**config.mk**
```make
export PLATFORM = sky130hd
export DESIGN_NAME = cpu_sequencer_flat
export DESIGN_NICKNAME = d
export VERILOG_FILES = /design/src/rtl/cpu_sequencer_pkg.sv /design/src/rtl/cpu_sequencer_if.sv /design/src/rtl/cpu_sequencer_timeout.sv /design/src/rtl/cpu_sequencer.sv /design/src/flat_wrapper.sv
export SDC_FILE = /design/constraint.sdc
export NUM_CORES = 1
export LEC_CHECK = 0
export CELL_PAD_IN_SITES_DETAIL_PLACEMENT = 2
export CELL_PAD_IN_SITES_GLOBAL_PLACEMENT = 2
export CORE_MARGIN = 1
export CORE_UTILIZATION = 30
export CTS_CLUSTER_DIAMETER = 30
export CTS_CLUSTER_SIZE = 8
export DETAILED_ROUTE_END_ITERATION = 10
export GPL_TIMING_DRIVEN = 1
export PLACE_DENSITY_LB_ADDON = 0.08
export SETUP_SLACK_MARGIN = 0.2
export SKIP_CTS_REPAIR_TIMING = 1
export SLEW_MARGIN = 40
export SYNTH_ARGS = -nofsm -noshare
export SYNTH_HDL_FRONTEND = slang
export SYNTH_SLANG_ARGS = --single-unit
```
**constraint.sdc**
```tcl
create_clock -name clock -period 2.7 [get_ports clock]
set_input_delay 0.81 -clock clock [delete_from_list [all_inputs] [get_ports clock]]
set_output_delay 0.81 -clock clock [all_outputs]
set_load 0.005 [all_outputs]
```
**src/rtl/cpu_sequencer_pkg.sv**
```systemverilog
// Shared encodings for the Minisys multicycle sequencer: FSM state codes and
// PC source selects driven onto the datapath mux.
package cpu_seq_pkg;
    localparam logic [2:0] S_INIT   = 3'd0;
    localparam logic [2:0] S_FETCH  = 3'd1;
    localparam logic [2:0] S_DECODE = 3'd2;
    localparam logic [2:0] S_EXEC   = 3'd3;
    localparam logic [2:0] S_MEM    = 3'd4;
    localparam logic [2:0] S_WB     = 3'd5;
    localparam logic [2:0] S_PAUSE  = 3'd6;
    localparam logic [2:0] S_FAULT  = 3'd7;

    localparam logic [1:0] PC_SEQ = 2'd0;
    localparam logic [1:0] PC_BR  = 2'd1;
    localparam logic [1:0] PC_JMP = 2'd2;
    localparam logic [1:0] PC_JR  = 2'd3;
endpackage

```
**src/rtl/cpu_sequencer_if.sv**
```systemverilog
// Sequencer <-> control32/datapath bundle. master = sequencer, slave = the
// decode/datapath side that drives decode flags and memory handshakes.
interface cpu_sequencer_if #(parameter int CNT_W = 32);
    logic Jr, Jmp, Jal, Branch, nBranch, MemWrite, MemtoReg, RegWrite;
    logic zero, imem_ready, dmem_ready, halt;
    logic imem_req, ir_we, dmem_req, dmem_we, reg_we, pc_we;
    logic [1:0] pc_sel;
    logic retire, fault;
    logic [2:0] state;
    logic [CNT_W-1:0] instr_count;

    modport master (
        input  Jr, Jmp, Jal, Branch, nBranch, MemWrite, MemtoReg, RegWrite,
        input  zero, imem_ready, dmem_ready, halt,
        output imem_req, ir_we, dmem_req, dmem_we, reg_we, pc_we, pc_sel,
        output retire, fault, state, instr_count
    );

    modport slave (
        output Jr, Jmp, Jal, Branch, nBranch, MemWrite, MemtoReg, RegWrite,
        output zero, imem_ready, dmem_ready, halt,
        input  imem_req, ir_we, dmem_req, dmem_we, reg_we, pc_we, pc_sel,
        input  retire, fault, state, instr_count
    );
endinterface

```
**src/rtl/cpu_sequencer_timeout.sv**
```systemverilog
// 8-bit wait counter for data-memory accesses. lim_o flags that the current
// enabled cycle is the LIMIT-th consecutive wait.
module seq_timeout_cnt #(
    parameter logic [7:0] LIMIT = 8'd15
) (
    input  logic clk_i,
    input  logic rst_ni,
    input  logic clr_i,
    input  logic en_i,
    output logic lim_o
);
    logic [7:0] cnt_q, cnt_d;

    always_comb begin
        cnt_d = cnt_q;
        if (clr_i)     cnt_d = 8'd0;
        else if (en_i) cnt_d = cnt_q + 8'd1;
    end

    always_ff @(posedge clk_i or negedge rst_ni) begin
        if (!rst_ni) cnt_q <= 8'd0;
        else         cnt_q <= cnt_d;
    end

    // Compare the post-increment value so the trap lands after exactly LIMIT waits.
    assign lim_o = en_i && (cnt_d == LIMIT);
endmodule

```
**src/rtl/cpu_sequencer.sv**
```systemverilog
// Multicycle FETCH/DECODE/EXEC/MEM/WB sequencer with pause, sticky data-memory
// timeout trap and retired-instruction counter. Outputs are Mealy from state.
module cpu_sequencer
    import cpu_seq_pkg::*;
#(
    parameter int MEM_TIMEOUT = 15,
    parameter int CNT_W       = 32
) (
    input logic             clock,
    input logic             rst_n,
    cpu_sequencer_if.master bus
);
    logic [2:0]       state_q, state_d, next_fetch;
    logic [CNT_W-1:0] cnt_q, cnt_d;
    logic             in_mem, to_lim, taken;
    logic             imem_req, ir_we, dmem_req, dmem_we, reg_we, pc_we, retire, fault;
    logic [1:0]       pc_sel;

    assign in_mem = (state_q == S_MEM);

    seq_timeout_cnt #(.LIMIT(8'(MEM_TIMEOUT))) u_timeout (
        .clk_i  (clock),
        .rst_ni (rst_n),
        .clr_i  (!in_mem || bus.dmem_ready),
        .en_i   (in_mem && !bus.dmem_ready),
        .lim_o  (to_lim)
    );

    // halt is only honoured where an instruction boundary is crossed
    assign next_fetch = bus.halt ? S_PAUSE : S_FETCH;
    assign taken      = (bus.Branch & bus.zero) | (bus.nBranch & ~bus.zero);

    always_comb begin
        state_d  = state_q;
        imem_req = 1'b0;
        ir_we    = 1'b0;
        dmem_req = 1'b0;
        dmem_we  = 1'b0;
        reg_we   = 1'b0;
        pc_we    = 1'b0;
        pc_sel   = PC_SEQ;
        retire   = 1'b0;
        fault    = 1'b0;
        case (state_q)
            S_INIT:  state_d = next_fetch;
            S_FETCH: begin
                imem_req = 1'b1;
                if (bus.imem_ready) begin
                    ir_we   = 1'b1;
                    state_d = S_DECODE;
                end
            end
            S_DECODE: begin
                if (bus.Jr) begin
                    {pc_we, retire} = 2'b11;
                    pc_sel  = PC_JR;
                    state_d = next_fetch;
                end else if (bus.Jmp || bus.Jal) begin
                    {pc_we, retire} = 2'b11;
                    pc_sel  = PC_JMP;
                    reg_we  = bus.Jal;
                    state_d = next_fetch;
                end else begin
                    state_d = S_EXEC;
                end
            end
            S_EXEC: begin
                if (bus.Branch || bus.nBranch) begin
                    {pc_we, retire} = 2'b11;
                    pc_sel  = taken ? PC_BR : PC_SEQ;
                    state_d = next_fetch;
                end else if (bus.MemWrite || bus.MemtoReg) begin
                    state_d = S_MEM;
                end else if (bus.RegWrite) begin
                    state_d = S_WB;
                end else begin
                    {pc_we, retire} = 2'b11;
                    state_d = next_fetch;
                end
            end
            S_MEM: begin
                dmem_req = 1'b1;
                dmem_we  = bus.MemWrite;
                if (bus.dmem_ready) begin
                    if (bus.MemtoReg) begin
                        state_d = S_WB;
                    end else begin
                        {pc_we, retire} = 2'b11;
                        state_d = next_fetch;
                    end
                end else if (to_lim) begin
                    state_d = S_FAULT;
                end
            end
            S_WB: begin
                {reg_we, pc_we, retire} = 3'b111;
                state_d = next_fetch;
            end
            S_PAUSE: if (!bus.halt) state_d = S_FETCH;
            S_FAULT: fault = 1'b1;
            default: state_d = S_INIT;
        endcase
    end

    assign cnt_d = cnt_q + {{(CNT_W-1){1'b0}}, retire};

    always_ff @(posedge clock or negedge rst_n) begin
        if (!rst_n) begin
            state_q <= S_INIT;
            cnt_q   <= '0;
        end else begin
            state_q <= state_d;
            cnt_q   <= cnt_d;
        end
    end

    assign bus.imem_req    = imem_req;
    assign bus.ir_we       = ir_we;
    assign bus.dmem_req    = dmem_req;
    assign bus.dmem_we     = dmem_we;
    assign bus.reg_we      = reg_we;
    assign bus.pc_we       = pc_we;
    assign bus.pc_sel      = pc_sel;
    assign bus.retire      = retire;
    assign bus.fault       = fault;
    assign bus.state       = state_q;
    assign bus.instr_count = cnt_q;
endmodule
```
**src/flat_wrapper.sv**
```systemverilog
// flat-port wrapper written by rule: the top's interface ports become plain ports
module cpu_sequencer_flat import cpu_seq_pkg::*;
#(
    parameter int MEM_TIMEOUT = 15,
    parameter int CNT_W       = 32
)
  (clock, rst_n, bus_Jr, bus_Jmp, bus_Jal, bus_Branch, bus_nBranch, bus_MemWrite, bus_MemtoReg, bus_RegWrite, bus_zero, bus_imem_ready, bus_dmem_ready, bus_halt, bus_imem_req, bus_ir_we, bus_dmem_req, bus_dmem_we, bus_reg_we, bus_pc_we, bus_pc_sel, bus_retire, bus_fault, bus_state, bus_instr_count);
  cpu_sequencer_if #(.CNT_W(CNT_W)) bus_i ();
  input logic clock;
  input logic rst_n;
  input wire logic [$bits(bus_i.Jr)-1:0] bus_Jr;
  input wire logic [$bits(bus_i.Jmp)-1:0] bus_Jmp;
  input wire logic [$bits(bus_i.Jal)-1:0] bus_Jal;
  input wire logic [$bits(bus_i.Branch)-1:0] bus_Branch;
  input wire logic [$bits(bus_i.nBranch)-1:0] bus_nBranch;
  input wire logic [$bits(bus_i.MemWrite)-1:0] bus_MemWrite;
  input wire logic [$bits(bus_i.MemtoReg)-1:0] bus_MemtoReg;
  input wire logic [$bits(bus_i.RegWrite)-1:0] bus_RegWrite;
  input wire logic [$bits(bus_i.zero)-1:0] bus_zero;
  input wire logic [$bits(bus_i.imem_ready)-1:0] bus_imem_ready;
  input wire logic [$bits(bus_i.dmem_ready)-1:0] bus_dmem_ready;
  input wire logic [$bits(bus_i.halt)-1:0] bus_halt;
  output wire logic [$bits(bus_i.imem_req)-1:0] bus_imem_req;
  output wire logic [$bits(bus_i.ir_we)-1:0] bus_ir_we;
  output wire logic [$bits(bus_i.dmem_req)-1:0] bus_dmem_req;
  output wire logic [$bits(bus_i.dmem_we)-1:0] bus_dmem_we;
  output wire logic [$bits(bus_i.reg_we)-1:0] bus_reg_we;
  output wire logic [$bits(bus_i.pc_we)-1:0] bus_pc_we;
  output wire logic [$bits(bus_i.pc_sel)-1:0] bus_pc_sel;
  output wire logic [$bits(bus_i.retire)-1:0] bus_retire;
  output wire logic [$bits(bus_i.fault)-1:0] bus_fault;
  output wire logic [$bits(bus_i.state)-1:0] bus_state;
  output wire logic [$bits(bus_i.instr_count)-1:0] bus_instr_count;
  assign bus_i.Jr = bus_Jr;
  assign bus_i.Jmp = bus_Jmp;
  assign bus_i.Jal = bus_Jal;
  assign bus_i.Branch = bus_Branch;
  assign bus_i.nBranch = bus_nBranch;
  assign bus_i.MemWrite = bus_MemWrite;
  assign bus_i.MemtoReg = bus_MemtoReg;
  assign bus_i.RegWrite = bus_RegWrite;
  assign bus_i.zero = bus_zero;
  assign bus_i.imem_ready = bus_imem_ready;
  assign bus_i.dmem_ready = bus_dmem_ready;
  assign bus_i.halt = bus_halt;
  assign bus_imem_req = bus_i.imem_req;
  assign bus_ir_we = bus_i.ir_we;
  assign bus_dmem_req = bus_i.dmem_req;
  assign bus_dmem_we = bus_i.dmem_we;
  assign bus_reg_we = bus_i.reg_we;
  assign bus_pc_we = bus_i.pc_we;
  assign bus_pc_sel = bus_i.pc_sel;
  assign bus_retire = bus_i.retire;
  assign bus_fault = bus_i.fault;
  assign bus_state = bus_i.state;
  assign bus_instr_count = bus_i.instr_count;
  cpu_sequencer #(.MEM_TIMEOUT(MEM_TIMEOUT), .CNT_W(CNT_W)) u_core (.clock(clock), .rst_n(rst_n), .bus(bus_i));
endmodule
```
==> flow_summary.yaml <==
routing:
  routedWlPerCell_um: 15.93
  vias: 1949
  drt-initial-drc-count: 42
  routed_wl_um: 6418
  antenna_left: 0
  dr.pass1.iters: 4
  drc_errors: 0
  via_per_inst: 4.836
global_routing:
  grt_overflow_total: 0
  grt_use_total: 0.1682
  grt_pass1_vias: 2040
  antenna_found_initial: 0
  grt_pass1_wl_um: 9936
  grt_max_degree: 44
yosys:
  synth.area.top_cells: "dfrtp_1, xnor2_1, xor2_1, nand3_1, nor2_1"
  syn_inst: 213
  ys_seq_area_frac: 0.4851
  yosysTopAreaCellShare: 0.4851
  ys_seq_elements: 43
  yosysWarnings: 0
  synthArstFlopShare: 1.000
  synth-edff-count: 0
  yosys.area.top_type: "dfrtp_1"
  syn_area_um2: 2218
  syn_avg_cell_area_um2: 10.41
  synth.distinct_cells: 46
  synthFlopType: "dfrtp_1"
  synth_nets: 231
placement:
  hpwl_um: 4579
  dpl_cell_area_um2: 3078
  pre_cts_ws_ns: -0.5976
  place_congestion: 0.7499
  port_buffers: 58
floorplanning:
  core_area_um2: 6982
  fp.dieH_um: 87.99
  boundaryPins: 59
  dieWidth_um: 87.99
  initial_core_util: 0.3177
  rows: 30
  die_area_um2: 7742
power_and_ir_drop:
  finalPower_mw: 2.290
  p_per_area_nw_per_um2: 678.9
  ir_drop_v: 0.0004219
  p_leak_nw: 1.596
worst_setup_path:
  critPathMaxFanout: 2
  path_class: "in -> out"
  cp.arrival_ns: 1.85
  crit_path_end_kind: "output port"
  timing.rr.start: "u_core.bus.state[0]"
  cp-startpoint: "bus_Jr"
  setup.worst_path.start_class: "input port"
  crit_required_ns: 1.89
sta:
  maxSlewHeadroom: 0.6318
  finalSetupViolations: 0
  fin_crit_ns: 2.664
  fin_hold_ws_ns: 0.4800
  tightest_slew_ns: 0.5523
  skew_ns: 0.006251
  hold_viol_final: 0
  grt_setup_unrepaired: "yes"
  fin_crit_sh: 0.9865
  finalWorstSetupSlack_ns: 0.03645
  drv_slew: 0
  fmax_ghz: 0.3754
final_layout:
  drive_above_1_share: 0.2997
  n_antenna_cell: 0
  nNetsFinal: 324
  syn2layout_area_growth_pct: 52.06
  final_area_um2: 3373
  final_util: 0.4832
  fill_cells: 746
clock_network:
  clock_sinks: 43
  clk_latency_ns: 0.30
  path_clk_slew_ns: 0.08
  cts_tree: "built"
  cts_root_buf: "clkbuf_8"
  cts_buffers: 5
  clockBufferDepth: 2
  h-tree-depth: 2
outcome:
  status: "completed"
hold_path:
  hold_path_class: "reg -> reg"
  hp-start: "u_core.bus.instr_count[31]"
flow_run:
  max_cap_violations: 0
==> through the flow <==
step                setup TNS (ns)  cells
floorplan                        0    213
global placement            -12.51    384
detailed placement          -13.87    384
CTS                         -5.625    392
global route                     0    403
finish                           0    403
==> cells by family (layout without fill, tap and decap cells) <==
kind of cell	count (synthesis)	after routing	share of synthesized area
AND/OR/NAND/NOR	91	91	0.2374
flip-flops	43	43	0.4851
XOR/XNOR	36	36	0.1455
AO/OA/AOI/OAI	25	25	0.07615
buffers and inverters	13	107	0.02876
adder cells (fa/ha/maj)	4	4	0.02256
multiplexers	1	1	0.004512
==> per-layer routing <==
metal / up-vias / wire, um / GRT usage
li1: 927 / - / -
met3: 8 / 206 / 0.03205
met1: 977 / 3043 / 0.2257
met2: 37 / 3078 / 0.2692
met5: - / 0 / 0
met4: 0 / 90 / 0.06259
==> report_power, final <==
group | total, mW | internal, mW | switching, mW | leakage, nW
Clock | 0.417 | 0.181 | 0.236 | 0.0412
Combinational | 1.05 | 0.597 | 0.451 | 0.972
Sequential | 0.825 | 0.718 | 0.107 | 0.583
Total | 2.29 | 1.50 | 0.794 | 1.60
==> final cells by class <==
type | instances | area [um^2] | area share
Multi-Input combinational cell | 157 | 1216 | 0.3605
Clock inverter | 2 | 12.51 | 0.003709
Tap cell | 96 | 120.1 | 0.03561
Clock buffer | 6 | 72.57 | 0.02151
Sequential cell | 43 | 1080 | 0.3201
Timing Repair Buffer | 92 | 845.8 | 0.2507
Inverter | 7 | 26.28 | 0.007789
==> path summary, 6_finish.rpt <==
path / slack (ns) / depth (start not counted) / end
min: 0.48 / 1 / u_core.bus.instr_count[31]
max: 0.04 / 5 / bus_reg_we
min reg2reg: 0.48 / 1 / u_core.bus.instr_count[31]
max reg2reg: 0.15 / 13 / u_core.bus.instr_count[26]
max in group asynchronous: 1.72 / 2 / u_core.bus.state[1]
min in group asynchronous: 0.57 / 2 / u_core.u_timeout.cnt_q[4]
==> cell usage after synthesis, drive strengths merged, types with 2 or more instances <==
library cell,instances
dfrtp,43
xnor2,27
nand3,17
nor2,17
nand2,15
xor2,9
and3,7
inv,7
o21ai,7
nand4,6
a21oi,5
and2,5
and4,5
nor3,5
ha,4
nor2b,4
buf,3
clkbuf,3
nor4,3
a31oi,2
a41oi,2
nand2b,2
o311a,2
==> registers in the layout (all words and copies together) (netlist names) <==
name / count
u_core.u_timeout.cnt_q: 8
u_core.bus.instr_count: 32
u_core.bus.state: 3
==> layout by cell type, fill, tap and decap left out, types with 7 or more instances in the layout <==
cell,n
dfrtp_1,40
clkdlybuf4s50_1,38
buf_4,28
xnor2_1,25
nor2_1,14
nand2_1,13
nand3_1,12
dlymetal6s2s_1,10
xor2_1,9
buf_6,8
o21ai_0,7
==> worst max-delay path, stage by stage <==
cell             delay (ns)
clkbuf_2               0.11
buf_4                  0.14
nor2_1                 0.12
a32o_1                 0.18
clkdlybuf4s50_1        0.49
Note: power is estimated with default switching activity, not from simulation.
